==> config.mk <==
export PLATFORM = sky130hd
export DESIGN_NAME = bcd_converter_seq
export DESIGN_NICKNAME = d
export VERILOG_FILES = /design/src/rtl/bcd_converter_seq.sv
export SDC_FILE = /design/constraint.sdc
export NUM_CORES = 1
export LEC_CHECK = 0
export ABC_AREA = 1
export BUFFER_PORTS_ARGS = -buffer_cell sky130_fd_sc_hd__buf_2
export CORE_MARGIN = 2
export CORE_UTILIZATION = 40
export CTS_CLUSTER_SIZE = 14
export DETAILED_ROUTE_END_ITERATION = 8
export HOLD_SLACK_MARGIN = 0.08
export SLEW_MARGIN = 10
export SYNTH_ARGS = -nofsm -noshare
export SYNTH_HDL_FRONTEND = slang
export SYNTH_SLANG_ARGS = --single-unit
==> constraint.sdc <==
create_clock -name clk -period 1.82 [get_ports clk]
set_input_delay 0.364 -clock clk [delete_from_list [all_inputs] [get_ports clk]]
set_output_delay 0.364 -clock clk [all_outputs]
set_load 0.01 [all_outputs]
==> src/rtl/bcd_converter_seq.sv <==
// Sequential binary-to-BCD converter (shift-add-3). Optional active-low 7-segment
// outputs are compiled in when BCD_SEG_EN is defined.
module bcd_converter_seq #(
  parameter int WIDTH  = 6,
  parameter int DIGITS = 2
) (
  input  logic                  clk,
  input  logic                  rst,
  input  logic                  init,
  input  logic [WIDTH-1:0]      bin,
  output logic [4*DIGITS-1:0]   bcd,
  output logic                  busy,
  output logic                  done,
  output logic                  ovf
`ifdef BCD_SEG_EN
  ,
  output logic [7*DIGITS-1:0]   seg
`endif
);

  localparam int CW = (WIDTH > 1) ? $clog2(WIDTH) : 1;

  function automatic int unsigned pow10(input int n);
    int unsigned v;
    v = 1;
    for (int i = 0; i < n; i++) v = v * 10;
    return v;
  endfunction

  localparam int unsigned   MAXV = pow10(DIGITS) - 1;
  localparam logic [CW-1:0] LAST = CW'(WIDTH - 1);

  typedef enum logic [1:0] {
    S_IDLE  = 2'd0,
    S_ADJ   = 2'd1,
    S_SHIFT = 2'd2,
    S_FIN   = 2'd3
  } state_t;

  state_t                r_state;
  logic [WIDTH-1:0]      r_shreg;
  logic [4*DIGITS-1:0]   r_scratch;
  logic [CW-1:0]         r_cnt;
  logic                  r_ovf_flag;

  logic [4*DIGITS-1:0]   w_adj;
  logic [4*DIGITS-1:0]   w_result;

  always_comb begin
    w_adj = r_scratch;
    for (int d = 0; d < DIGITS; d++) begin
      if (r_scratch[4*d +: 4] >= 4'd5)
        w_adj[4*d +: 4] = r_scratch[4*d +: 4] + 4'd3;
    end
  end

  // Out-of-range inputs saturate to all nines instead of showing a wrapped value
  assign w_result = r_ovf_flag ? {DIGITS{4'h9}} : r_scratch;

`ifdef BCD_SEG_EN
  function automatic logic [6:0] seg7(input logic [3:0] d);
    case (d)
      4'd0:    seg7 = 7'b1000000;
      4'd1:    seg7 = 7'b1111001;
      4'd2:    seg7 = 7'b0100100;
      4'd3:    seg7 = 7'b0110000;
      4'd4:    seg7 = 7'b0011001;
      4'd5:    seg7 = 7'b0010010;
      4'd6:    seg7 = 7'b0000010;
      4'd7:    seg7 = 7'b1111000;
      4'd8:    seg7 = 7'b0000000;
      4'd9:    seg7 = 7'b0010000;
      default: seg7 = 7'b1111111;
    endcase
  endfunction

  logic [7*DIGITS-1:0] w_seg;
  logic [7*DIGITS-1:0] w_seg_zero;

  always_comb begin
    w_seg      = '0;
    w_seg_zero = '0;
    for (int d = 0; d < DIGITS; d++) begin
      w_seg[7*d +: 7]      = seg7(w_result[4*d +: 4]);
      w_seg_zero[7*d +: 7] = seg7(4'd0);
    end
  end
`endif

  always_ff @(posedge clk) begin
    if (rst) begin
      r_state    <= S_IDLE;
      r_shreg    <= '0;
      r_scratch  <= '0;
      r_cnt      <= '0;
      r_ovf_flag <= 1'b0;
      bcd        <= '0;
      busy       <= 1'b0;
      done       <= 1'b0;
      ovf        <= 1'b0;
`ifdef BCD_SEG_EN
      seg        <= w_seg_zero;
`endif
    end else begin
      done <= 1'b0;
      case (r_state)
        S_IDLE: begin
          if (init) begin
            r_shreg    <= bin;
            r_scratch  <= '0;
            r_cnt      <= '0;
            r_ovf_flag <= (32'(bin) > MAXV);
            busy       <= 1'b1;
            r_state    <= S_ADJ;
          end
        end
        S_ADJ: begin
          r_scratch <= w_adj;
          r_state   <= S_SHIFT;
        end
        S_SHIFT: begin
          {r_scratch, r_shreg} <= {r_scratch, r_shreg} << 1;
          if (r_cnt == LAST) begin
            r_state <= S_FIN;
          end else begin
            r_cnt   <= r_cnt + CW'(1);
            r_state <= S_ADJ;
          end
        end
        S_FIN: begin
          bcd     <= w_result;
          ovf     <= r_ovf_flag;
`ifdef BCD_SEG_EN
          seg     <= w_seg;
`endif
          done    <= 1'b1;
          busy    <= 1'b0;
          r_state <= S_IDLE;
        end
        default: r_state <= S_IDLE;
      endcase
    end
  end

endmodule

==> metrics <==
Max Cap Violations=0; leakage=0.733 nW; CP peak stage delay=slightly below 0.4 ns; WL/cell=12.2 um; final setup vio count=0; final-report max-slew violation count=0; buffers added on ports=18; Clock Skews=0.00514 ns; gpl congestion=0.800; post-synthesis sequential area ratio=0.405; fillers=330; vias in the first global route=1229; Highest Clock Rate=0.629 GHz; Num CTS Buffers=5; std cell rows=21; Slowest-stage cell, CP=dfxtp_1; Die Y-Extent=approximately 64 um; Post-Route Setup TNS=0 ns; largest net degree at the start of global routing=16; Syn Std Cell Area=1430 um2; Clock Pin Slew Worst Setup and Hold Paths=0.09 ns; Core Box Area=approximately 3400 um2; most frequent CP cell=inv_1; power per cell area=1020 nW/um2; Final #Nets=234; CP Data Required Time=2.08 ns; I/O pin count=20; DR DRC count=0; Yosys cell types=22; Hold Path Class=primary input to flip-flop; layout cells sized above 1=0.172; Diodes inserted=0; Root Buffer Master=clkbuf_4; Longest Clk Path Bufs=2; Post-DRT Antenna Nets=0; Clock Latency Late Sink=0.33 ns; synthesized instance count=about 190; final wirelength=3.19 mm; hold slack=between 0.2 and 0.3 ns; critical path arrival=1.85 ns; Die Wd=approximately 64 um; Seq cells post-synth=29; antenna violations before repair=0; Synth Net Count=214; Initial Util=0.423; crit-path cells=inv_1 -> ha_1 -> inv_1 -> nor2_2 -> nor2_4 -> o21ai_2 -> nor2_1 -> nand2_1 -> a21oi_1; utilization after layout=0.478; Buffers & Inverters on Critical Path=2; Peak VDD IR=370 uV; Setup Crit Path Kind=flip-flop to flip-flop; total global-route track usage=0.175; H-Tree Depth=2; outcome=completed; CP delay by family, top=simple AND/OR/NAND/NOR gates; first-pass GRT wire length=5.53 mm; Worst Setup Start Kind=flip-flop; via/cell ratio=just over 5; detailed-route via count=1317; die area=4080 um2; Synthesis Warnings=0; grt ovf=0; DR iter-0 viols=60; Hold Vio Cnt, Final=0; CTS Sinks=29; TritonCTS clock tree=done; final worst-path cycle share=0.873; critical path fanouts, max=5; post-CTS setup buffer count=0; HPWL Detailed=around 2.3 mm; Avg Inst Size Synth=around 7.4 um2; CP endpoint kind=flip-flop; Layout area overhead=13.0%; drt pass-1 iters=4; Final min period=between 1.5 and 2 ns; RSZ-0062 raised after global routing=no
## worst reg2reg max path: cells and delay by family, from the launching register on
| family | cells | cell delay, ns |
|---|---|---|
| AO/OA/AOI/OAI | 2 | 0.20 |
| flip-flops | 1 | 0.39 |
| buffers and inverters | 2 | 0.19 |
| AND/OR/NAND/NOR | 4 | 0.48 |
| adder cells (fa/ha/maj) | 1 | 0.26 |
## flip-flops by register name, summed over array words and instances, names as in the netlist
signal / cells
r_cnt: 3
r_state: 2
done: 1
r_shreg: 6
bcd: 8
r_scratch: 8
busy: 1
## placed cells by master (no fill, tap or decap)
cell type	synthesis	layout
nand2_1	49	49
dfxtp_1	29	29
inv_1	19	19
a21oi_1	19	19
buf_2	3	18
o21ai_0	16	16
nor2_1	12	11
ha_1	11	11
nand3_1	7	7
o22ai_1	5	5
a31oi_1	5	5
clkbuf_4	0	5
buf_4	3	4
o21ai_2	3	3
a211oi_1	3	3
nor2_2	1	2
clkinv_2	0	2
inv_2	1	1
nor2_4	1	1
nor3_1	1	1
or2_0	1	1
xor2_1	1	1
conb_1	1	1
clkinvlp_4	0	1
## synthesized netlist by cell type (all sizes together)
cell / n / area (um2)
ha: 11 / 138
nand2: 49 / 184
clkbuf: 3 / 11.3
buf: 6 / 37.5
o21ai: 19 / 106
nand3: 7 / 35.0
o22ai: 5 / 31.3
nor2: 14 / 62.6
a21oi: 19 / 95.1
nor3: 1 / 5.00
or2: 1 / 6.26
dfxtp: 29 / 581
inv: 20 / 75.1
a211oi: 3 / 22.5
conb: 1 / 3.75
xor2: 1 / 8.76
a31oi: 5 / 31.3
## layer usage
layer | wire, um | part of all wire | up-vias | global-route usage
met5 | 0 | 0 | - | 0
met4 | 52 | 0.016 | 0 | 0.0815
met3 | 181 | 0.057 | 8 | 0.0528
met2 | 1520 | 0.48 | 33 | 0.293
met1 | 1440 | 0.45 | 605 | 0.203
li1 | - | - | 671 | -
## final timing paths
kind | from | to | slack (ns) | cells after the start
setup / recovery | r_state[0] | r_scratch[7] | 0.23 | 9
hold / removal | bin[2] | r_shreg[2] | 0.29 | 3
setup reg to reg | r_state[0] | r_scratch[7] | 0.23 | 9
hold reg to reg | r_shreg[0] | r_shreg[0] | 0.47 | 2
## area by class of cell
| class | instances | area (um2) | share of cell area |
|---|---|---|---|
| repair buffers | 22 | 120 | 0.0741 |
| multi-input cells | 136 | 732 | 0.452 |
| flip-flops and latches | 29 | 581 | 0.358 |
| clock buffers | 5 | 37.5 | 0.0232 |
| inverters | 20 | 75.1 | 0.0463 |
| clock inverters | 3 | 17.5 | 0.0108 |
| well taps | 46 | 57.6 | 0.0355 |
## through the flow
| step | cells | power, mW | setup slack [ns] | cell area [um2] |
|---|---|---|---|---|
| floorplan | 194 | 1.14 | 0.421 | 1430 |
| global placement | 253 | 1.27 | 0.276 | 1560 |
| detailed placement | 253 | 1.29 | 0.208 | 1560 |
| CTS | 261 | 1.67 | 0.196 | 1620 |
| global route | 261 | 1.80 | 0.0333 | 1620 |
| finish | 261 | 1.66 | 0.231 | 1620 |
## cells by family after synthesis
logic type | count (synthesis) | synth area share
AOI/OAI and AO/OA | 51 | 0.200
xor gates and xnor gates | 1 | 0.00611
adders and majority gates | 11 | 0.0960
buffers and inverters | 29 | 0.0864
DFF | 29 | 0.405
other | 1 | 0.00262
and+or+nand+nor | 72 | 0.204
## power by group
part	switching, mW	internal (mW)
registers	0.0498	0.716
clock network	0.230	0.145
logic	0.331	0.186
total	0.611	1.05
## what timing repair did
action / in CTS / in global routing
setup endpoints to repair: 0 / 2
hold buffers: 0 / 0
resized for setup: 0 / 1
Note: power is estimated with default switching activity, not from simulation.
